File: src/rtl/rot_coord_mapper.sv
// rot_coord_mapper: fetches cos/sin for a commanded angle from the LUT, then rotates a valid/ready stream of coordinates
module rot_coord_mapper #(
  parameter int CW = 11,
  parameter int LUT_LAT = 1
) (
  input  logic                 clk,
  input  logic                 reset,
  input  logic                 start,
  input  logic [2:0]           angle_idx,
  input  logic                 angle_neg,
  output logic [2:0]           aci,
  output logic                 eksi,
  output logic                 mode_switch,
  input  logic signed [16:0]   lut_out,
  input  logic                 in_valid,
  output logic                 in_ready,
  input  logic signed [CW-1:0] in_x,
  input  logic signed [CW-1:0] in_y,
  input  logic                 in_last,
  output logic                 out_valid,
  input  logic                 out_ready,
  output logic signed [CW-1:0] out_x,
  output logic signed [CW-1:0] out_y,
  output logic                 busy,
  output logic                 done
);
  typedef enum logic [2:0] {IDLE, REQ_COS, REQ_SIN, RUN, DRAIN} state_t;
  localparam int CNTW = $clog2(LUT_LAT + 2);
  localparam logic signed [CW+17:0] HALF = (CW+18)'(512);
  localparam logic signed [CW+17:0] MAXV = (CW+18)'(2 ** (CW - 1) - 1);
  localparam logic signed [CW+17:0] MINV = (CW+18)'(-(2 ** (CW - 1)));
  state_t state, state_nx;
  logic [CNTW-1:0] cnt;
  logic signed [16:0] cos_r, sin_r;
  logic signed [CW+16:0] p_xc, p_ys, p_xs, p_yc;
  logic signed [CW+17:0] s_x, s_y;
  logic cnt_done, fetch, xfer, accept;
  function automatic logic [CW-1:0] sat(input logic signed [CW+17:0] v);
    logic signed [CW+17:0] r;
    r = (v + HALF) >>> 10;
    return r > MAXV ? MAXV[CW-1:0] : r < MINV ? MINV[CW-1:0] : r[CW-1:0];
  endfunction
  assign cnt_done = cnt == CNTW'(LUT_LAT);
  assign fetch = state == REQ_COS || state == REQ_SIN;
  assign xfer = in_valid && in_ready;
  assign accept = out_valid && out_ready;
  always_ff @(posedge clk)
    state <= reset ? IDLE : state_nx;
  always_comb begin
    state_nx = state;
    case (state)
      IDLE:    state_nx = start ? REQ_COS : IDLE;
      REQ_COS: state_nx = cnt_done ? REQ_SIN : REQ_COS;
      REQ_SIN: state_nx = cnt_done ? RUN : REQ_SIN;
      RUN:     state_nx = xfer && in_last ? DRAIN : RUN;
      DRAIN:   state_nx = accept ? IDLE : DRAIN;
      default: state_nx = IDLE;
    endcase
  end
  always_comb
    in_ready = state == RUN && (!out_valid || out_ready);
  always_comb begin
    p_xc = (CW+17)'(in_x) * (CW+17)'(cos_r);
    p_ys = (CW+17)'(in_y) * (CW+17)'(sin_r);
    p_xs = (CW+17)'(in_x) * (CW+17)'(sin_r);
    p_yc = (CW+17)'(in_y) * (CW+17)'(cos_r);
    s_x = (CW+18)'(p_xc) - (CW+18)'(p_ys);
    s_y = (CW+18)'(p_xs) + (CW+18)'(p_yc);
  end
  always_ff @(posedge clk)
    if (reset) begin
      aci <= '0;
      eksi <= 1'b0;
      mode_switch <= 1'b0;
      cnt <= '0;
      cos_r <= '0;
      sin_r <= '0;
      out_valid <= 1'b0;
      out_x <= '0;
      out_y <= '0;
      busy <= 1'b0;
      done <= 1'b0;
    end else begin
      done <= 1'b0;
      cnt <= fetch && !cnt_done ? cnt + 1'b1 : '0;
      if (state == IDLE && start) begin
        aci <= angle_idx;
        eksi <= angle_neg;
        mode_switch <= 1'b0;
        busy <= 1'b1;
      end
      if (state == REQ_COS && cnt_done) begin
        cos_r <= lut_out;
        mode_switch <= 1'b1;
      end
      if (state == REQ_SIN && cnt_done)
        sin_r <= lut_out;
      if (xfer) begin
        out_valid <= 1'b1;
        out_x <= sat(s_x);
        out_y <= sat(s_y);
      end else if (out_ready)
        out_valid <= 1'b0;
      if (state == DRAIN && accept) begin
        done <= 1'b1;
        busy <= 1'b0;
      end
    end
endmodule
File: config.mk
export PLATFORM = sky130hd
export DESIGN_NAME = rot_coord_mapper
export DESIGN_NICKNAME = d
export VERILOG_FILES = /design/src/rtl/rot_coord_mapper.sv
export SDC_FILE = /design/constraint.sdc
export NUM_CORES = 2
export LEC_CHECK = 0
export ABC_AREA = 1
export CORE_UTILIZATION = 24
export CTS_BUF_LIST = sky130_fd_sc_hd__clkbuf_8
export CTS_CLUSTER_DIAMETER = 80
export CTS_CLUSTER_SIZE = 14
export DETAILED_ROUTE_END_ITERATION = 8
export MAX_ROUTING_LAYER = met4
export SYNTH_ARGS = -nofsm -noshare
export SYNTH_HDL_FRONTEND = slang
export SYNTH_SLANG_ARGS = --single-unit
File: constraint.sdc
create_clock -name clk -period 15.65 [get_ports clk]
set_input_delay 3.13 -clock clk [delete_from_list [all_inputs] [get_ports clk]]
set_output_delay 3.13 -clock clk [all_outputs]
set_load 0.02 [all_outputs]
==> results_dict.tcl <==
set metrics [dict create \
    rows 133 \
    yosysSeqAreaShare_pct 4.35 \
    hold_path.class "reg -> reg" \
    grt_pass1_vias 25300 \
    worst_ep_arrival_time_ps 11190 \
    synth-simple-area-share_pct 16.5 \
    startpoint_type "primary input" \
    syn2layout_area_growth_pct 9.27 \
    setup_ws_ps 4790 \
    synth_fa_ha_area_share_pct 57.3 \
    core_area_sq_um 131000 \
    synth_top_family_by_area "adder cells" \
    synth-edff-count 0 \
    synth_cell_type_count 39 \
    period_share_pct 69.4 \
    slew_headroom_pct 18.6 \
    fmax_mhz 92.1 \
    cts-htree-levels 3 \
    clk_root_buffer_cell "clkbuf_8" \
    postCtsSetupRepairBufs 0 \
    path_class "in -> reg" \
    die_w_um 366 \
    worst_slew_pin_slew_ps 1220 \
    drive_above_1_share_pct 2.78 \
    num_io_pins 80 \
    hold_viol 0 \
    final.fill_count 14400 \
    numPortBuffers 79 \
    drtPass1Iterations 5 \
    setup_viol 0 \
    p_per_area_nw_per_um2 94.3 \
    globalRouteOverflowTotal 0 \
    rsz0062_at_grt "no" \
    fin_skew_ps 28.8 \
    antenna_found_initial 5 \
    die_area_sq_um 134000 \
    cellLeakagePower_nw 19.0 \
    synth-compound-area-share_pct 3.04 \
    ctsResizeCount 0 \
    drt_iter0_drc 1560 \
    clk_pin_slew_ps 110 \
    clock_path_buffers 2 \
    syn-instance-count 4088 \
    vias 24100 \
    clk_latency_ps 440 \
    muxShareOfSynthArea_pct 0 \
    drv_slew 0 \
    drt-met1-wl_um 39400 \
    synthXorXnorAreaFrac_pct 1.24 \
    viasPerCell 4.14 \
    drcViolationCount 0 \
    postLayoutCoreUtil_pct 26.4 \
    final_antenna_net_count 0 \
    initial_core_util_pct 24.2 \
    final.setup.tns_ps 0 \
    cts_made_buffers 9 \
    place_congestion 0.882 \
    status "finished clean" \
    totalWireLength_um 84700 \
    hpwl_um 68500 \
    cap_violations 0 \
    wl_per_cell_um 14.6 \
    final_cell_mix "inv_1, nand2_1, fa_1" \
    grt_util_all_layers_pct 13.6 \
    critPathSlowestCell "clkinv_1" \
    post-route-min-period_ps 10860 \
    critPathMostFrequentCell "fa_1" \
    mostFrequentLayoutCell "inv_1" \
    layout.nets 5088 \
    ys_ff_latch 69 \
    vdd_drop_max_uv 107 \
    die_y_um 366 \
    crit_path_max_fanout 28 \
    cts.sinks 69 \
    worst_ep_required_time_ps 15980 \
    endpoint_kind "flop" \
    route.met3.wl_um 5010 \
    syn-num-nets 5119 \
    post-place-ws_ps 4430 \
    ys.flop_type "dfxtp_1" \
    maxUsedRoutingLayer "met4" \
    avgSynthCellArea_sq_um 7.77 \
    synthArstFlopShare_pct 0 \
    syn_area_sq_um 31800 \
    synth_warnings 0 \
    postCtsHoldBufs 0 \
    grt_max_degree 61 \
    grt_pass1_wl_um 140000 \
    cts_tree "built" \
    max_stage_delay_ps 1010 \
    finalPower_w 0.00328 \
    met2WireLength_um 39100 \
    r2r_slack_ps 8170 \
]
==> layout make-up <==
type / instances / area, sq um / share of cell area, %
repair buffers: 128 / 1160 / 3.34
multi-input cells: 2533 / 24800 / 71.5
well taps: 1755 / 2200 / 6.32
flip-flops and latches: 69 / 1380 / 3.98
inverters: 1316 / 4940 / 14.2
clock buffers: 10 / 138 / 0.396
clock inverters: 6 / 86.3 / 0.249
diodes: 5 / 12.5 / 0.0360
==> stage by stage <==
step                instance area (sq um)  hold slack [ps]  instances
floorplan                           31800              398       4088
global placement                    34500              408       5801
detailed placement                  34500              421       5801
CTS                                 34700              431       5817
global route                        34700              461       5821
finish                              34700              437       5822
==> routing by layer <==
layer / GRT usage [%] / vias up
met5: - / -
met2: 21.4 / 612
li1: - / 11200
met1: 19.0 / 12200
met4: 2.16 / 0
met3: 1.81 / 51
==> cells in the mapped netlist, types with 3 or more instances <==
master / count / area share [%]
clkbuf_1: 165 / 1.9
fa_1: 789 / 50
o21bai_1: 8 / 0.19
or2_2: 24 / 0.47
o21ai_0: 77 / 1.2
nand2_1: 1020 / 12
and3_1: 3 / 0.059
xor2_1: 21 / 0.58
a21oi_1: 82 / 1.3
inv_1: 1312 / 15
ha_1: 193 / 7.6
a21o_1: 3 / 0.071
xnor2_1: 24 / 0.66
nand4_1: 14 / 0.28
dfxtp_1: 69 / 4.3
nand2_2: 11 / 0.22
nor3_1: 10 / 0.16
nand3_1: 56 / 0.88
nor4_1: 4 / 0.079
nor2_1: 177 / 2.1
==> power by group <==
part	leakage (nW)	total, W	switching, W	internal (W)
combinational	18.3	0.00289	0.00187	0.00102
clock	0.112	0.000190	0.0000962	0.0000938
sequential	0.558	0.000192	0.0000119	0.000180
==> path summary, 6_finish.rpt <==
check | start | endpoint | cells past startpoint
worst max-delay path | in_y[10] | out_y[3] | 26
worst min-delay path | cnt[0] | cnt[0] | 1
worst max register to register | cos_r[5] | out_y[3] | 27
worst min register to register | cnt[0] | cnt[0] | 1
==> cell families after synthesis <==
kind of cell | after synthesis
flops | 69
xor+xnor | 45
compound gates | 179
buf+inv | 1486
simple gates | 1327
fa+ha+maj | 982
==> state kept, by name, indices dropped and copies added, names as in the netlist <==
name and count:
cos_r 17, sin_r 17, out_x 11, out_y 11, aci 3, state 3
cnt 2, busy 1, done 1, eksi 1, mode_switch 1, out_valid 1
==> critical path: cells and delay by family <==
kind / cells / cell delay [ps]
adder cells (fa/ha/maj): 8 / 3700
AND/OR/NAND/NOR: 12 / 2000
buffers and inverters: 4 / 1950
AO/OA/AOI/OAI: 2 / 390
Note: power is estimated with default switching activity, not from simulation.
